### config.mk
export PLATFORM = sky130hd
export DESIGN_NAME = weight_config_loader_flat
export DESIGN_NICKNAME = d
export VERILOG_FILES = /design/src/rtl/nn_cfg_pkg.sv /design/src/rtl/weight_config_loader_if.sv /design/src/rtl/weight_config_loader.sv /design/src/flat_wrapper.sv
export SDC_FILE = /design/constraint.sdc
export NUM_CORES = 1
export LEC_CHECK = 0
export CORE_AREA = 2 2 95 97
export DETAILED_ROUTE_END_ITERATION = 8
export DIE_AREA = 0 0 97 99
export GPL_ROUTABILITY_DRIVEN = 0
export PLACE_DENSITY = 0.75
export SYNTH_ARGS = -nofsm -noshare
export SYNTH_HDL_FRONTEND = slang
export SYNTH_SLANG_ARGS = --single-unit
### constraint.sdc
create_clock -name clk -period 2 [get_ports clk]
set_input_delay 0.3 -clock clk [delete_from_list [all_inputs] [get_ports clk]]
set_output_delay 0.3 -clock clk [all_outputs]
set_load 0.01 [all_outputs]
### src/rtl/nn_cfg_pkg.sv
// Shared definitions for the weight-configuration broadcast bus:
// loader states, header field positions and bus word width.
package nn_cfg_pkg;

    localparam int unsigned CFG_WORD_BITS = 32;

    localparam int unsigned LAYER_MSB  = 31;
    localparam int unsigned LAYER_LSB  = 16;
    localparam int unsigned NEURON_MSB = 15;
    localparam int unsigned NEURON_LSB = 0;

    typedef enum logic [1:0] {
        S_HDR   = 2'd0,
        S_CNT   = 2'd1,
        S_DATA  = 2'd2,
        S_DRAIN = 2'd3
    } state_t;

endpackage

### src/rtl/weight_config_loader_if.sv
// Host stream input plus the neuron-facing broadcast outputs of the loader.
// master = loader side, slave = host/observer side.
interface weight_config_loader_if;
    import nn_cfg_pkg::*;

    logic                     s_valid;
    logic [CFG_WORD_BITS-1:0] s_data;
    logic                     s_last;
    logic                     s_ready;

    logic                     weight_valid;
    logic [CFG_WORD_BITS-1:0] weight_value;
    logic [CFG_WORD_BITS-1:0] config_layer_no;
    logic [CFG_WORD_BITS-1:0] config_neuron_no;
    logic                     busy;
    logic                     done;
    logic                     error;

    modport master (
        input  s_valid, s_data, s_last,
        output s_ready, weight_valid, weight_value,
               config_layer_no, config_neuron_no, busy, done, error
    );

    modport slave (
        output s_valid, s_data, s_last,
        input  s_ready, weight_valid, weight_value,
               config_layer_no, config_neuron_no, busy, done, error
    );

endinterface

### src/rtl/weight_config_loader.sv
// Unpacks framed weight packets from the host stream and replays the payload
// as single-cycle weight beats tagged with layer/neuron on the broadcast bus.
module weight_config_loader
    import nn_cfg_pkg::*;
#(
    parameter int unsigned data_bits   = 16,
    parameter int unsigned max_weights = 784
) (
    input  logic                   clk,
    input  logic                   reset,
    weight_config_loader_if.master bus
);

    localparam int unsigned count_bits = $clog2(max_weights + 1);

    state_t                   state, state_d;
    logic [count_bits-1:0]    remaining, remaining_d;
    logic                     weight_valid_d;
    logic [CFG_WORD_BITS-1:0] weight_value_d;
    logic [CFG_WORD_BITS-1:0] layer_d;
    logic [CFG_WORD_BITS-1:0] neuron_d;
    logic                     done_d;
    logic                     error_d;
    logic                     accept_c;
    logic                     bad_count_c;

    assign accept_c    = bus.s_valid & bus.s_ready;
    assign bad_count_c = (bus.s_data == '0) ||
                         (bus.s_data > CFG_WORD_BITS'(max_weights));

    // Next-state and next-output decode; everything is registered below.
    always_comb begin
        state_d        = state;
        remaining_d    = remaining;
        weight_valid_d = 1'b0;
        weight_value_d = bus.weight_value;
        layer_d        = bus.config_layer_no;
        neuron_d       = bus.config_neuron_no;
        done_d         = 1'b0;
        error_d        = 1'b0;

        if (accept_c) begin
            case (state)
                S_HDR: begin
                    layer_d  = CFG_WORD_BITS'(bus.s_data[LAYER_MSB:LAYER_LSB]);
                    neuron_d = CFG_WORD_BITS'(bus.s_data[NEURON_MSB:NEURON_LSB]);
                    if (bus.s_last) begin
                        error_d = 1'b1;
                    end else begin
                        state_d = S_CNT;
                    end
                end
                S_CNT: begin
                    if (bad_count_c) begin
                        error_d = 1'b1;
                        state_d = bus.s_last ? S_HDR : S_DRAIN;
                    end else begin
                        remaining_d = count_bits'(bus.s_data);
                        if (bus.s_last) begin
                            error_d = 1'b1;
                            state_d = S_HDR;
                        end else begin
                            state_d = S_DATA;
                        end
                    end
                end
                S_DATA: begin
                    weight_valid_d = 1'b1;
                    weight_value_d = CFG_WORD_BITS'($signed(bus.s_data[data_bits-1:0]));
                    remaining_d    = remaining - count_bits'(1);
                    if (remaining == count_bits'(1)) begin
                        if (bus.s_last) begin
                            done_d  = 1'b1;
                            state_d = S_HDR;
                        end else begin
                            error_d = 1'b1;
                            state_d = S_DRAIN;
                        end
                    end else if (bus.s_last) begin
                        // Short packet: keep the weight, flag the truncation.
                        error_d = 1'b1;
                        state_d = S_HDR;
                    end
                end
                S_DRAIN: begin
                    if (bus.s_last) begin
                        state_d = S_HDR;
                    end
                end
                default: state_d = S_HDR;
            endcase
        end
    end

    // State, counter and output registers.
    always_ff @(posedge clk or posedge reset) begin
        if (reset) begin
            state                <= S_HDR;
            remaining            <= '0;
            bus.s_ready          <= 1'b0;
            bus.weight_valid     <= 1'b0;
            bus.weight_value     <= '0;
            bus.config_layer_no  <= '0;
            bus.config_neuron_no <= '0;
            bus.busy             <= 1'b0;
            bus.done             <= 1'b0;
            bus.error            <= 1'b0;
        end else begin
            state                <= state_d;
            remaining            <= remaining_d;
            bus.s_ready          <= 1'b1;
            bus.weight_valid     <= weight_valid_d;
            bus.weight_value     <= weight_value_d;
            bus.config_layer_no  <= layer_d;
            bus.config_neuron_no <= neuron_d;
            bus.busy             <= (state_d != S_HDR);
            bus.done             <= done_d;
            bus.error            <= error_d;
        end
    end

endmodule

### src/flat_wrapper.sv
// flat-port wrapper written by rule: the top's interface ports become plain ports
module weight_config_loader_flat import nn_cfg_pkg::*;
#(
    parameter int unsigned data_bits   = 16,
    parameter int unsigned max_weights = 784
)
  (clk, reset, bus_s_valid, bus_s_data, bus_s_last, bus_s_ready, bus_weight_valid, bus_weight_value, bus_config_layer_no, bus_config_neuron_no, bus_busy, bus_done, bus_error);
  weight_config_loader_if bus_i ();
  input  logic clk;
  input  logic reset;
  input wire logic [$bits(bus_i.s_valid)-1:0] bus_s_valid;
  input wire logic [$bits(bus_i.s_data)-1:0] bus_s_data;
  input wire logic [$bits(bus_i.s_last)-1:0] bus_s_last;
  output wire logic [$bits(bus_i.s_ready)-1:0] bus_s_ready;
  output wire logic [$bits(bus_i.weight_valid)-1:0] bus_weight_valid;
  output wire logic [$bits(bus_i.weight_value)-1:0] bus_weight_value;
  output wire logic [$bits(bus_i.config_layer_no)-1:0] bus_config_layer_no;
  output wire logic [$bits(bus_i.config_neuron_no)-1:0] bus_config_neuron_no;
  output wire logic [$bits(bus_i.busy)-1:0] bus_busy;
  output wire logic [$bits(bus_i.done)-1:0] bus_done;
  output wire logic [$bits(bus_i.error)-1:0] bus_error;
  assign bus_i.s_valid = bus_s_valid;
  assign bus_i.s_data = bus_s_data;
  assign bus_i.s_last = bus_s_last;
  assign bus_s_ready = bus_i.s_ready;
  assign bus_weight_valid = bus_i.weight_valid;
  assign bus_weight_value = bus_i.weight_value;
  assign bus_config_layer_no = bus_i.config_layer_no;
  assign bus_config_neuron_no = bus_i.config_neuron_no;
  assign bus_busy = bus_i.busy;
  assign bus_done = bus_i.done;
  assign bus_error = bus_i.error;
  weight_config_loader #(.data_bits(data_bits), .max_weights(max_weights)) u_core (.clk(clk), .reset(reset), .bus(bus_i));
endmodule
# [Yosys cells after proc, flatten, opt, wreduce, memory -nomap -nowiden]
# Index checks and enable logic that the tools add are counted.
[totals] word_cells=47 latchBits=0 n_memories=0 ram_bits=0 ff_bits=65 mem_bits_ro=0
[op_classes] addsub=1 shifts=0 mux=21 n_lt_le_gt_ge=1 n_mul=0 n_reduce_logical=8 bitwise_logic=1 div=0 n_eq_ne=5
[ops] operator="$gt A32 B10 Y1 const B" count=1
[ops] operator="$logic_not A32 Y1" count=1
[ops] operator="$pmux W10 S2" count=1
[ops] operator="$mux W2" count=7
[ops] operator="$eq A10 B1 Y1 const B" count=1
[ops] operator="$mux W1" count=10
[ops] operator="$mux W10" count=1
[ops] operator="$sub A10 B1 Y10 const B" count=1
[ops] operator="$pmux W2 S4" count=1
[ops] operator="$eq A2 B2 Y1 const B" count=2
[ops] operator="$reduce_and A2 Y1" count=2
[ops] operator="$reduce_bool A2 Y1" count=2
[ops] operator="$pmux W1 S3" count=1
[ops] operator="$reduce_and A3 Y1" count=1
[ops] operator="$eq A2 B1 Y1 const B" count=1
[ops] operator="$logic_not A2 Y1" count=1
[ops] operator="$ne A2 B2 Y1 const B" count=1
[ops] operator="$and A1 B1 Y1" count=1
[ops] operator="$logic_or A1 B1 Y1" count=1

# [Logic depth before layout (Yosys ltp)]
[logic_depth] depth_word=6 depth_mapped=8 depth_no_buf=7

# [Least setup slack after synthesis]
# Ideal clock, no wire load.
[synth_path] path_kind="register -> register" from="reg u_core.remaining[0]" to="reg u_core.remaining[8]" n_path_buf=0 setup_time_ns=0.143 stages_incl_launch_ff=8 synth_period_minus_slack_ns=2.013 t_arrival_ns=1.870 path_slack_ns=-0.013 path_cell_list="dfrtp_1 > inv_1 > ha_1 > or4b_2 > nor2_1 > mux2_2 > nor2_1 > a211oi_1"
[synth_via] elab_chain_cells=2
[synth_lines] element="from (decl)" line="weight_config_loader.sv:17" text="logic [count_bits-1:0] remaining, remaining_d;"
[synth_lines] element="from (signal assigned)" line="weight_config_loader.sv:110" text="remaining <= remaining_d;"
[synth_lines] element="$sub A10 B1 Y10" line="weight_config_loader.sv:70" text="remaining_d = remaining - count_bits'(1);"
[synth_lines] element="$pmux W10 S2" line="weight_config_loader.sv:43" text="case (state)"
# No other way between the ends.
# A chain may end at the register's enable or synchronous reset.

# [Final worst setup path]
[layout_path] from="in bus_s_data[0]" to="reg u_core.remaining[4]"
[layout_via] elab_chain_cells=4 word_cells_on_any_way=5 cone_classes="order compare: 1; eq/ne: 1; reduce/logical: 3"
[layout_lines] element="from (decl)" line="flat_wrapper.sv:12" text="input wire logic [$bits(bus_i.s_data)-1:0] bus_s_data;"
[layout_lines] element="$gt A32 B10 Y1 or $logic_not A32 Y1 (tied branches)" line="weight_config_loader.sv:29, weight_config_loader.sv:28"
[layout_lines] element="$logic_or A1 B1 Y1 *" line="weight_config_loader.sv:28" text="assign bad_count_c = (bus.s_data == '0) ||"
[layout_lines] element="$ne A2 B2 Y1 (no line) *"
[layout_lines] element="$reduce_and A3 Y1 (no line) *"
# Mark *: on every way between the ends. The rest lies on a longest branch, timed or not.

==> impl_metrics.xml <==
<?xml version="1.0" encoding="UTF-8"?>
<metrics>
  <group name="place">
    <metric name="hpwl" unit="microns">5930</metric>
    <metric name="numPlacedInstances" unit="">530</metric>
    <metric name="io_buffer_count" unit="">104</metric>
  </group>
  <group name="clock_tree">
    <metric name="cts.sink_count" unit="">65</metric>
    <metric name="cts.path.max_buffers" unit="">2</metric>
    <metric name="cts_tree" unit="">built</metric>
    <metric name="number_of_h_tree_levels" unit="">3</metric>
    <metric name="clk_latency" unit="ns">0.34</metric>
    <metric name="clock_buffer_count_from_cts" unit="">9</metric>
    <metric name="root_buffer" unit="">clkbuf_8</metric>
    <metric name="clk_transition_reported_paths" unit="ns">0.07</metric>
    <metric name="cts_hold_repair.buffers" unit="">0</metric>
  </group>
  <group name="timing">
    <metric name="hold_violations" unit="">0</metric>
    <metric name="final.min_clock_period" unit="ns">1.95</metric>
    <metric name="timing_worst_slew_pin_value" unit="ns">0.559</metric>
    <metric name="timing.final.crit_share" unit="%">97.3</metric>
    <metric name="maxClockFrequency" unit="MHz">514</metric>
    <metric name="final_report_setup_violation_count" unit="">0</metric>
    <metric name="drv_slew" unit="">0</metric>
    <metric name="max_slew_margin" unit="%">62.7</metric>
    <metric name="worst_clock_skew" unit="ns">0.00623</metric>
  </group>
  <group name="layout">
    <metric name="final-instance-count-excl-fill" unit="">546</metric>
    <metric name="ff_latch_area" unit="sq mm">0.00163</metric>
    <metric name="drive_gt1_share" unit="%">24.7</metric>
    <metric name="diodes" unit="">0</metric>
    <metric name="layout.nets" unit="">473</metric>
    <metric name="area_grow_syn2layout" unit="%">47.2</metric>
    <metric name="area_taken_by_multi_input_logic_gates" unit="sq mm">0.00132</metric>
    <metric name="fillers" unit="">808</metric>
  </group>
  <group name="synthesis">
    <metric name="synthDistinctLibCells" unit="">35</metric>
    <metric name="synth_sequential_area_ratio" unit="%">51.3</metric>
    <metric name="synth_area_per_cell" unit="sq um">10.5</metric>
    <metric name="synth_ff_type" unit="">dfrtp_1</metric>
    <metric name="netlist.area_leader.share" unit="%">51.3</metric>
    <metric name="synthesis.yosys.warnings" unit="">0</metric>
    <metric name="synth_largest_area_cell" unit="">dfrtp_1</metric>
    <metric name="syn-instance-count" unit="">303</metric>
    <metric name="synth.cell_area" unit="sq mm">0.00317</metric>
    <metric name="asyncSetResetFlopFracSynth" unit="%">100</metric>
    <metric name="ys_top_cells_by_area" unit="">dfrtp_1, mux2_2, buf_4, nand2_1, a21oi_1</metric>
    <metric name="postSynthRegisterBits" unit="">65</metric>
    <metric name="number_of_enable_flip_flop_cells_after_synthesis" unit="">0</metric>
  </group>
  <group name="detailed_routing">
    <metric name="wl_met3" unit="microns">576</metric>
    <metric name="wl_per_cell" unit="microns">14.6</metric>
    <metric name="first_pass_iters" unit="">4</metric>
    <metric name="viasPerCell" unit="">4.71</metric>
    <metric name="wirelength_met1" unit="microns">3180</metric>
    <metric name="route.vias.total" unit="">2572</metric>
    <metric name="drt_first_iter_violations" unit="">109</metric>
    <metric name="post-route-drc-count" unit="">0</metric>
    <metric name="met2WireLength" unit="microns">4100</metric>
    <metric name="final_antenna_net_count" unit="">0</metric>
    <metric name="route.final.wire_length" unit="microns">7970</metric>
    <metric name="maxUsedRoutingLayer" unit="">met4</metric>
  </group>
  <group name="pwr">
    <metric name="irDropWorstVdd" unit="V">0.000711</metric>
    <metric name="netSwitchingFraction" unit="%">32.5</metric>
    <metric name="combinational_share_of_power" unit="%">45.0</metric>
    <metric name="power.density_cell_area" unit="mW/mm^2">1350</metric>
    <metric name="power.share.sequential" unit="%">37.3</metric>
    <metric name="cellLeakagePower" unit="uW">0.00214</metric>
    <metric name="power_report.internal_total" unit="uW">4270</metric>
    <metric name="total_power_of_the_final_layout" unit="uW">6310</metric>
    <metric name="p_sw" unit="uW">2050</metric>
    <metric name="clock_group_share_of_total_power" unit="%">17.7</metric>
  </group>
  <group name="setup_path">
    <metric name="critical_path_peak_fanout" unit="">7</metric>
    <metric name="worst-setup-path-type" unit="">in2reg</metric>
    <metric name="setup.reg_to_reg.worst_slack" unit="ns">0.13</metric>
    <metric name="critical_path_buf_inv_count" unit="">2</metric>
    <metric name="critical_path.top_delay_family" unit="">simple AND/OR/NAND/NOR gates</metric>
    <metric name="worst-endpoint-required" unit="ns">2.22</metric>
    <metric name="critical_path.max_stage_delay" unit="ns">0.57</metric>
    <metric name="cp_cell_sequence" unit="">clkdlybuf4s15_1, nor4_4, o22ai_2, or4_4, nor4b_4, buf_4, o22ai_1</metric>
    <metric name="worst_path_max_delay_cell" unit="">or4_4</metric>
    <metric name="arrival_time_at_the_worst_endpoint" unit="ns">2.17</metric>
    <metric name="cp-start-kind" unit="">input port</metric>
    <metric name="timing.critical_path.to_type" unit="">register</metric>
  </group>
  <group name="floorplanning">
    <metric name="die_h" unit="microns">99</metric>
    <metric name="io-pin-count" unit="">137</metric>
    <metric name="rows" unit="">34</metric>
    <metric name="initial_utilization" unit="%">37.1</metric>
    <metric name="std_cell_core_area" unit="sq mm">0.00855</metric>
    <metric name="floorplan.die.width" unit="microns">97</metric>
    <metric name="die_area" unit="sq mm">0.00960</metric>
  </group>
  <group name="global_route">
    <metric name="grt_pass1_vias" unit="">2643</metric>
    <metric name="grt.total_usage" unit="%">17.2</metric>
    <metric name="grt_overflow" unit="">0</metric>
    <metric name="grt_first_pass_wirelength" unit="microns">13000</metric>
    <metric name="pin_count_of_the_biggest_net_entering_global_routing" unit="">50</metric>
    <metric name="antenna_found_initial" unit="">0</metric>
  </group>
  <group name="min_path">
    <metric name="worst_hold_path_type" unit="">in2async</metric>
  </group>
  <group name="run">
    <metric name="max_cap_viol_count" unit="">0</metric>
  </group>
  <group name="outcome">
    <metric name="run_status" unit="">finished clean</metric>
  </group>
</metrics>
-- cell usage after synthesis, drive strengths merged, types with 2 or more instances --
cell	number
ha	3
nor3b	2
clkbuf	9
dfrtp	65
o21ai	2
o22ai	8
or4	2
nand2	56
nor3	9
nand4	2
o31ai	3
a211oi	3
a21oi	12
nor2	11
mux2	33
conb	2
inv	7
and2	2
nor4	9
buf	48
and3	4
-- timing repair --
item / 4_1_cts / 5_1_grt
setup endpoints to repair: 11 / 26
pin swaps: 11 / 7
resized for setup: 32 / 10
setup buffers: 0 / 1
-- through the flow --
step	instance area (sq um)	worst slack (ns)	hold WS (ns)	utilization, %	setup TNS [ns]
global route	4670	-0.00371	0.258	54.6	-0.00371
finish	4670	0.0538	0.246	54.6	0
global placement	4410	-0.586	0.459	51.6	-6.24
detailed placement	4410	-0.636	0.464	51.6	-6.82
CTS	4630	0.00984	0.246	54.2	0
floorplan	3290	0.0216	0.405	-	0
-- worst paths after layout --
kind / cells after the start / to / startpoint
setup reg to reg: 6 / u_core.remaining[9]$_DFFE_PP0P_ / u_core.remaining[1]$_DFFE_PP0P_
hold / removal: 2 / u_core.bus.config_neuron_no[6]$_DFFE_PP0P_ / reset
max in group asynchronous: 3 / u_core.bus.weight_value[15]$_DFFE_PP0P_ / reset
hold reg to reg: 2 / u_core.bus.weight_value[10]$_DFFE_PP0P_ / u_core.bus.weight_value[10]$_DFFE_PP0P_
min in group clk: 4 / u_core.bus.weight_value[13]$_DFFE_PP0P_ / bus_s_data[13]
setup / recovery: 7 / u_core.remaining[4]$_DFFE_PP0P_ / bus_s_data[0]
-- worst reg2reg max path, cell delays in order, from the launching register on --
cell and delay (ns):
dfrtp_1 0.37, buf_4 0.13, or4_1 0.61, nor2_2 0.14
nand2_1 0.10, o31ai_1 0.26, o22ai_1 0.12
-- cell type report --
cell class | count | share of cell area (%)
Multi-Input combinational cell | 205 | 28.3
Inverter | 7 | 0.563
Sequential cell | 65 | 34.9
Tap cell | 108 | 2.89
Timing Repair Buffer | 146 | 29.2
Clock buffer | 12 | 3.32
Clock inverter | 3 | 0.857
-- flip-flops by register name, summed over array words and instances, names as in the netlist --
| signal | cells |
|---|---|
| u_core.bus.config_layer_no | 16 |
| u_core.bus.config_neuron_no | 16 |
| u_core.bus.weight_value | 16 |
| u_core.remaining | 10 |
| u_core.state | 2 |
| u_core.bus.busy | 1 |
| u_core.bus.done | 1 |
| u_core.bus.error | 1 |
| u_core.bus.s_ready | 1 |
| u_core.bus.weight_valid | 1 |
-- layer usage --
layer  track usage (%)  vias up
met1              19.6     1233
met2              30.0      111
met4              5.20        0
li1                  -     1216
met5                 0        -
met3              6.81       12
-- kinds of logic after synthesis --
kind of cell | after synthesis | share of synthesized area, %
fa+ha+maj | 3 | 1.18
buf+inv | 64 | 13.2
other cells | 2 | 0.237
mux | 34 | 12.0
flops | 65 | 51.3
simple gates | 103 | 15.8
compound gates | 32 | 6.23
-- power groups by stage --
stage | combinational, uW | clock, uW | sequential (uW)
3_3_place_gp | 2800 | 0 | 2330
4_1_cts | 2870 | 1150 | 2360
2_1_floorplan | 1160 | 0 | 2540
5_1_grt | 3070 | 1210 | 2450
6_report | 2840 | 1120 | 2350
3_5_place_dp | 2870 | 0 | 2370
-- cells in the final DEF, fill, tap and decap left out, drive strengths merged --
master / netlist / layout
nor4b: 1 / 1
nand3: 1 / 1
nand2: 56 / 56
nand4: 2 / 2
or4: 2 / 2
or3: 1 / 1
nor4: 9 / 9
dlymetal6s2s: 0 / 3
nand2b: 1 / 1
a21oi: 12 / 12
nor2b: 1 / 1
clkdlybuf4s50: 0 / 78
mux2i: 1 / 1
ha: 3 / 3
mux2: 33 / 33
o22ai: 8 / 8
o31ai: 3 / 3
a22oi: 1 / 1
nor3b: 2 / 2
o21bai: 1 / 1
a31o: 1 / 1
bufinv: 0 / 1
nor3: 9 / 9
clkinv: 0 / 2
nor2: 11 / 11
o21ai: 2 / 2
dfrtp: 65 / 65
o41ai: 1 / 1
dlygate4sd2: 0 / 21
a211oi: 3 / 3
buf: 48 / 42
clkbuf: 9 / 12
or4b: 1 / 1
and3: 4 / 4
conb: 2 / 33
and2: 2 / 2
inv: 7 / 7
clkdlybuf4s15: 0 / 2
Power figures use the tool's default switching activity.
